<file path="config.mk">
export PLATFORM = sky130hd
export DESIGN_NAME = irq_bank_prio_ctrl_flat
export DESIGN_NICKNAME = d
export VERILOG_FILES = /design/src/rtl/irq_bank_prio_if.sv /design/src/rtl/irq_bank_prio_ctrl.sv /design/src/flat_wrapper.sv
export SDC_FILE = /design/constraint.sdc
export NUM_CORES = 1
export LEC_CHECK = 0
export BUFFER_PORTS_ARGS = -buffer_cell sky130_fd_sc_hd__buf_2
export CAP_MARGIN = 40
export CORE_AREA = 2 2 97 99
export DETAILED_ROUTE_END_ITERATION = 7
export DIE_AREA = 0 0 99 101
export PLACE_DENSITY = 0.64
export SYNTH_ARGS = -nofsm -noshare
export SYNTH_HDL_FRONTEND = slang
export SYNTH_SLANG_ARGS = --single-unit
</file>
<file path="constraint.sdc">
create_clock -name clk -period 2.8 [get_ports clk]
set_input_delay 0.28 -clock clk [delete_from_list [all_inputs] [get_ports clk]]
set_output_delay 0.28 -clock clk [all_outputs]
set_load 0.01 [all_outputs]
</file>
<file path="src/rtl/irq_bank_prio_if.sv">
// Request/grant bundle between the interrupt sources and irq_bank_prio_ctrl.
// The master modport drives requests, mask and ack; the slave modport presents the winner.
interface irq_bank_prio_if #(
    parameter int NUM_CH    = 9,
    parameter int NUM_BANKS = 3
);
    localparam int CH_W      = (NUM_CH > 1) ? $clog2(NUM_CH) : 1;
    localparam int BANK_W    = (NUM_BANKS > 1) ? $clog2(NUM_BANKS) : 1;
    localparam int NUM_LINES = NUM_BANKS * NUM_CH;

    logic [NUM_LINES-1:0] irq_in;
    logic [NUM_BANKS-1:0] bank_en;
    logic                 mask_we;
    logic [NUM_LINES-1:0] mask_wdata;
    logic                 irq_valid;
    logic [BANK_W-1:0]    irq_bank;
    logic [CH_W-1:0]      irq_chan;
    logic                 irq_ack;
    logic [NUM_LINES-1:0] irq_pend;

    modport master (
        output irq_in, bank_en, mask_we, mask_wdata, irq_ack,
        input  irq_valid, irq_bank, irq_chan, irq_pend
    );

    modport slave (
        input  irq_in, bank_en, mask_we, mask_wdata, irq_ack,
        output irq_valid, irq_bank, irq_chan, irq_pend
    );
endinterface

</file>
<file path="src/rtl/irq_bank_prio_ctrl.sv">
// Banked interrupt controller: edge-captured sticky pending bits, mask, bank enables, fixed bank priority.
// Define IRQ_BANK_ROTATE_EN for round-robin channel selection inside each bank.
module irq_bank_prio_ctrl #(
    parameter int NUM_CH    = 9,
    parameter int NUM_BANKS = 3
) (
    input  logic                  clk,
    input  logic                  rst_n,
    irq_bank_prio_if.slave        bus
);
    localparam int CH_W   = (NUM_CH > 1) ? $clog2(NUM_CH) : 1;
    localparam int BANK_W = (NUM_BANKS > 1) ? $clog2(NUM_BANKS) : 1;
    localparam int NL     = NUM_BANKS * NUM_CH;

    typedef enum logic {IDLE = 1'b0, PRESENT = 1'b1} state_t;

    state_t            r_state;
    logic              r_valid;
    logic [BANK_W-1:0] r_bank;
    logic [CH_W-1:0]   r_chan;
    logic [NL-1:0]     r_prev;
    logic [NL-1:0]     r_pend;
    logic [NL-1:0]     r_mask;

    logic [NL-1:0]     w_elig;
    logic [NL-1:0]     w_rise;
    logic [NL-1:0]     w_clr;
    logic              w_ack;
    logic              w_any;
    logic [BANK_W-1:0] w_bank;
    logic [CH_W-1:0]   w_chan;

    function automatic logic bit_at(input logic [NL-1:0] vec, input int pos);
        return |(vec & (NL'(1) << pos));
    endfunction

    function automatic int wrap_ch(input int base, input int offs);
        return (base + offs >= NUM_CH) ? base + offs - NUM_CH : base + offs;
    endfunction

    always_comb begin
        w_elig = '0;
        for (int b = 0; b < NUM_BANKS; b++) begin
            w_elig[b*NUM_CH +: NUM_CH] = r_pend[b*NUM_CH +: NUM_CH] & ~r_mask[b*NUM_CH +: NUM_CH]
                                         & {NUM_CH{bus.bank_en[b]}};
        end
    end

    assign w_ack  = (r_state == PRESENT) && bus.irq_ack;
    assign w_rise = bus.irq_in & ~r_prev;
    assign w_clr  = w_ack ? (NL'(1) << (int'(r_bank) * NUM_CH + int'(r_chan))) : '0;

`ifdef IRQ_BANK_ROTATE_EN
    logic [CH_W-1:0] r_ptr [NUM_BANKS];

    // The next search in a bank starts just past the channel that was last acknowledged there.
    always_ff @(posedge clk or negedge rst_n) begin
        if (!rst_n) begin
            for (int b = 0; b < NUM_BANKS; b++) r_ptr[b] <= '0;
        end else if (w_ack) begin
            for (int b = 0; b < NUM_BANKS; b++) begin
                if (BANK_W'(b) == r_bank)
                    r_ptr[b] <= (r_chan == CH_W'(NUM_CH - 1)) ? '0 : r_chan + 1'b1;
            end
        end
    end

    always_comb begin
        w_any  = 1'b0;
        w_bank = '0;
        w_chan = '0;
        for (int b = 0; b < NUM_BANKS; b++) begin
            for (int k = 0; k < NUM_CH; k++) begin
                if (!w_any && bit_at(w_elig, b * NUM_CH + wrap_ch(int'(r_ptr[b]), k))) begin
                    w_any  = 1'b1;
                    w_bank = BANK_W'(b);
                    w_chan = CH_W'(wrap_ch(int'(r_ptr[b]), k));
                end
            end
        end
    end
`else
    always_comb begin
        w_any  = 1'b0;
        w_bank = '0;
        w_chan = '0;
        for (int b = 0; b < NUM_BANKS; b++) begin
            for (int k = 0; k < NUM_CH; k++) begin
                if (!w_any && bit_at(w_elig, b * NUM_CH + wrap_ch(0, k))) begin
                    w_any  = 1'b1;
                    w_bank = BANK_W'(b);
                    w_chan = CH_W'(k);
                end
            end
        end
    end
`endif

    // A new edge on the line being cleared re-sets it in the same cycle.
    always_ff @(posedge clk or negedge rst_n) begin
        if (!rst_n) begin
            r_prev <= '0;
            r_pend <= '0;
            r_mask <= '0;
        end else begin
            r_prev <= bus.irq_in;
            r_pend <= (r_pend & ~w_clr) | w_rise;
            if (bus.mask_we) r_mask <= bus.mask_wdata;
        end
    end

    always_ff @(posedge clk or negedge rst_n) begin
        if (!rst_n) begin
            r_state <= IDLE;
            r_valid <= 1'b0;
            r_bank  <= '0;
            r_chan  <= '0;
        end else begin
            case (r_state)
                IDLE: begin
                    if (w_any) begin
                        r_state <= PRESENT;
                        r_valid <= 1'b1;
                        r_bank  <= w_bank;
                        r_chan  <= w_chan;
                    end
                end
                PRESENT: begin
                    if (bus.irq_ack) begin
                        r_state <= IDLE;
                        r_valid <= 1'b0;
                    end
                end
                default: begin
                    r_state <= IDLE;
                    r_valid <= 1'b0;
                end
            endcase
        end
    end

    assign bus.irq_valid = r_valid;
    assign bus.irq_bank  = r_bank;
    assign bus.irq_chan  = r_chan;
    assign bus.irq_pend  = r_pend;
endmodule

</file>
<file path="src/flat_wrapper.sv">
// flat-port wrapper written by rule: the top's interface ports become plain ports
module irq_bank_prio_ctrl_flat 
#(
    parameter int NUM_CH    = 9,
    parameter int NUM_BANKS = 3
)
  (clk, rst_n, bus_irq_in, bus_bank_en, bus_mask_we, bus_mask_wdata, bus_irq_ack, bus_irq_valid, bus_irq_bank, bus_irq_chan, bus_irq_pend);
  irq_bank_prio_if #(.NUM_CH(NUM_CH), .NUM_BANKS(NUM_BANKS)) bus_i ();
  input  logic clk;
  input  logic rst_n;
  input wire logic [$bits(bus_i.irq_in)-1:0] bus_irq_in;
  input wire logic [$bits(bus_i.bank_en)-1:0] bus_bank_en;
  input wire logic [$bits(bus_i.mask_we)-1:0] bus_mask_we;
  input wire logic [$bits(bus_i.mask_wdata)-1:0] bus_mask_wdata;
  input wire logic [$bits(bus_i.irq_ack)-1:0] bus_irq_ack;
  output wire logic [$bits(bus_i.irq_valid)-1:0] bus_irq_valid;
  output wire logic [$bits(bus_i.irq_bank)-1:0] bus_irq_bank;
  output wire logic [$bits(bus_i.irq_chan)-1:0] bus_irq_chan;
  output wire logic [$bits(bus_i.irq_pend)-1:0] bus_irq_pend;
  assign bus_i.irq_in = bus_irq_in;
  assign bus_i.bank_en = bus_bank_en;
  assign bus_i.mask_we = bus_mask_we;
  assign bus_i.mask_wdata = bus_mask_wdata;
  assign bus_i.irq_ack = bus_irq_ack;
  assign bus_irq_valid = bus_i.irq_valid;
  assign bus_irq_bank = bus_i.irq_bank;
  assign bus_irq_chan = bus_i.irq_chan;
  assign bus_irq_pend = bus_i.irq_pend;
  irq_bank_prio_ctrl #(.NUM_CH(NUM_CH), .NUM_BANKS(NUM_BANKS)) u_core (.clk(clk), .rst_n(rst_n), .bus(bus_i));
endmodule
</file>
==> metrics.md <==
| Metric | Value |
|---|---|
| Clock share of power | `27.3%` |
| GPL Wtd Cong | `0.904` |
| Count of boundary I/O pins | `95` |
| Worst min-delay path startpoint | `bus_irq_in[1]` |
| Share of the synthesized netlist area taken by xor and xnor gates | `0.669%` |
| Final Max Slew Viols | `0` |
| Maximum VDD drop | `0.297 mV` |
| Vias per inst | `5.19` |
| Number of iterations in the first detailed-routing pass | `4` |
| Number of levels the H-tree was split into | `3` |
| Combinational fraction of design power | `24.0%` |
| Final worst path period share | `87.3%` |
| Number of cells in the finished layout apart from fillers | `551` |
| Endpoint required time on the critical path | `3060 ps` |
| Mean instance size in the synthesized netlist | `11.8 um2` |
| Async S/R FF share, synth | `100%` |
| Pin count of the biggest net entering global routing | `54` |
| Post-cts repair resize count | `0` |
| Number of global-route vias before repair | `2934` |
| Number of port buffers | `94` |
| Ranking of synthesized cells by instance count | `dfrtp_1 (89), o21ai_0 (49), inv_1 (31)` |
| Clock tree from TritonCTS | `built` |
| Num CTS Buffers | `9` |
| Total inserted antenna cells | `0` |
| Net Sw Power | `0.977 mW` |
| Number of antenna violations at the first check in global routing | `0` |
| Final-stage net count | `501` |
| Critical path's slowest cell | `fa_1` |
| WL/cell | `17.0 um` |
| Crit Path Category | `reg -> reg` |
| Worst Clk Skew | `11.7 ps` |
| Width of the die | `99 um` |
| Count of state elements after synthesis | `89` |
| Std-Cell Rows | `35` |
| Result of the run | `complete, no violations` |
| Wirelength, routed | `9.36 mm` |
| Cell count after placement | `535` |
| First-pass GRT wire length | `15.2 mm` |
| Critical Path Most Common Cell | `o21ai_1` |
| Data arrival time at the worst-slack endpoint | `2700 ps` |
| Share of cells above drive strength 1 | `34.5%` |
| Sequential fraction of design power | `48.7%` |
| Clk Tree Root Cell | `clkbuf_8` |
| Post-layout min period | `2450 ps` |
| Largest family of logic cells by synthesized area | `compound AO/OA/AOI/OAI gates` |
| Iter 0 DRT Violations | `132` |
| Biggest fanout along the worst timing path | `4` |
| Final hold violation count | `0` |
| Slew at the pin closest to its max-slew limit | `709 ps` |
| Critical path's largest stage delay | `440 ps` |
| Pwr dens | `657 mW/mm2` |
| Die Ht | `101 um` |
| Final-layout fill cell count | `819` |
| Share of the synthesized area in compound gates (AO/OA/AOI/OAI) | `17.8%` |
| Mux share of post-synthesis cell area | `7.74%` |
| Final total negative setup slack | `0 ps` |
| CP Cell Sequence | `ha_1 > fa_1 > a31oi_1 > nand2b_1 > a21oi_2 > or3b_1 > o21ai_1 > o21ai_1` |
| Depth of the worst register-to-register path | `8` |
| Count of yosys warnings during synthesis | `0` |
| Pleak | `2.10 nW` |
| Worst hold path depth | `1` |
| Top-count cell post-synth | `dfrtp_1` |
| Clock Path Buffers | `2` |
| Count of flip-flops with a built-in enable after synthesis | `0` |
| Launching element type of the critical path | `register` |
| Number of failing setup endpoints in the final timing report | `0` |
| Worst-skew pair later-pin latency | `370 ps` |
| Internal Pwr Total | `2.13 mW` |
| Synth top area cells | `dfrtp_1 (57%), mux2_2 (7.7%), o21ai_0 (6.2%)` |
| Number of remaining DRC errors | `0` |
| FMAX | `0.409 GHz` |
| Post-synthesis to final-layout area growth | `20.4%` |
| Unique cell type count in the Yosys netlist | `51` |
| Area of the mapped netlist | `0.00393 mm2` |
| Overall power | `3.10 mW` |
| Sequential-to-total area share from yosys stat | `56.7%` |
| Clk sinks | `89` |
| Total nets after synthesis | `399` |
| First element of the critical path | `u_core.bus.irq_chan[0]` |
| Initial Utilization | `43.7%` |
| Worst min-delay path category | `in -> reg` |
| Start of the worst register-to-register path | `u_core.bus.irq_chan[0]` |
| Antenna violation net count after detailed routing | `0` |
| Switching share of power | `31.5%` |
| Top FF cell, synth | `dfrtp_1` |
| Tot GR Track Use | `19.9%` |
| Count of max-cap constraint violations | `0` |
| Standard cell core area | `0.00898 mm2` |
| Cell type contributing the most total cell area after synthesis | `dfrtp_1` |
| Adder and majority gate portion of the synthesized area | `1.47%` |
| DP Wirelength | `7.12 mm` |
| Kind of end point of the critical path | `register` |
| Via Count | `2861` |
| Post-route core utilization | `52.6%` |
| Worst rel slew slack | `52.7%` |
| Clk pin slew, worst setup/hold paths | `90 ps` |
| Die Outline Area | `0.0100 mm2` |
| Share of Yosys cell area claimed by the top area cell type | `56.7%` |
| Total overflow reported by the global router | `0` |
| RSZ-0062 raised after global routing | `no` |
| Mapped Cells | `334` |
| Area share of and/or/nand/nor cells after synthesis | `11.9%` |
-- timing repair --
item | CTS | global route
buffers inserted | 0 | 0
hold buffers | 1 | 0
hold endpoints to repair | 36 | 0
-- final cells by class --
type	instances	area, um2	share of cell area [%]
Clock inverter	3	42.5	0.900
Inverter	31	116	2.46
Tap cell	111	139	2.94
Multi-Input combinational cell	209	1560	32.9
Clock buffer	12	135	2.86
Timing Repair Buffer	96	510	10.8
Sequential cell	89	2230	47.1
-- registers in the layout, summed over array words and instances, names as in the netlist --
signal and flops:
u_core.bus.irq_valid 1, u_core.bus.irq_pend 27, u_core.bus.irq_bank 2, u_core.r_mask 27, u_core.r_state 1, u_core.r_prev 27, u_core.bus.irq_chan 4
-- placed cells by master (no fill, tap or decap), types with 3 or more instances in the layout --
| master | instances |
|---|---|
| or2_2 | 4 |
| clkbuf_1 | 3 |
| inv_1 | 31 |
| dfrtp_1 | 89 |
| a22o_1 | 3 |
| nor2b_1 | 23 |
| nor2b_4 | 5 |
| a21oi_1 | 6 |
| nor2_1 | 6 |
| mux2_2 | 27 |
| buf_2 | 93 |
| o41ai_1 | 3 |
| nand3_1 | 3 |
| o21ai_1 | 12 |
| nand2_1 | 13 |
| o21ai_0 | 49 |
| o2111ai_1 | 4 |
| nand3b_1 | 3 |
| clkbuf_8 | 9 |
| a211o_1 | 3 |
| nand2b_1 | 8 |
| ha_1 | 3 |
-- per-layer routing --
layer | up-vias | routed length, um | global-route usage, %
met5 | - | 0 | 0
met4 | 0 | 88 | 5.16
met3 | 6 | 543 | 5.89
met2 | 78 | 4440 | 31.1
met1 | 1397 | 4290 | 27.5
li1 | 1380 | - | -
-- metrics by stage --
stage	instance area, um2	hold WS (ps)	setup slack [ps]
3_3_place_gp	4510	393	464
3_5_place_dp	4540	286	380
6_report	4730	29.9	354
5_1_grt	4730	16.2	95.9
4_1_cts	4730	23.9	361
2_1_floorplan	3930	-15.6	513
-- worst max-delay path: cells and delay by family, from the launching register on --
family                   cells  cell delay (ps)
adder cells (fa/ha/maj)      2              670
flip-flops                   1              410
AO/OA/AOI/OAI                4              720
AND/OR/NAND/NOR              2              550
-- final timing paths --
path,endpoint,slack [ps]
min reg2reg,u_core.bus.irq_pend[26],410
max reg2reg,u_core.bus.irq_pend[12],350
max in group asynchronous,u_core.r_mask[13],1740
max,u_core.bus.irq_pend[12],350
min in group asynchronous,u_core.r_mask[2],420
min,u_core.r_prev[1],30
-- cell families (layout without fill, tap and decap cells) --
family | after synthesis | count (layout)
muxes | 27 | 27
buffers and inverters | 36 | 142
AOI/OAI and AO/OA | 101 | 101
and+or+nand+nor | 74 | 74
xor gates and xnor gates | 3 | 3
DFF | 89 | 89
adders and majority gates | 4 | 4
-- power groups by stage --
stage / clock (mW) / sequential, mW / combinational (mW)
floorplan: 0 / 1.54 / 0.429
global placement: 0 / 1.53 / 0.730
detailed placement: 0 / 1.54 / 0.747
CTS: 0.871 / 1.51 / 0.752
global route: 0.926 / 1.53 / 0.833
finish: 0.849 / 1.51 / 0.745
Power figures use the tool's default switching activity.
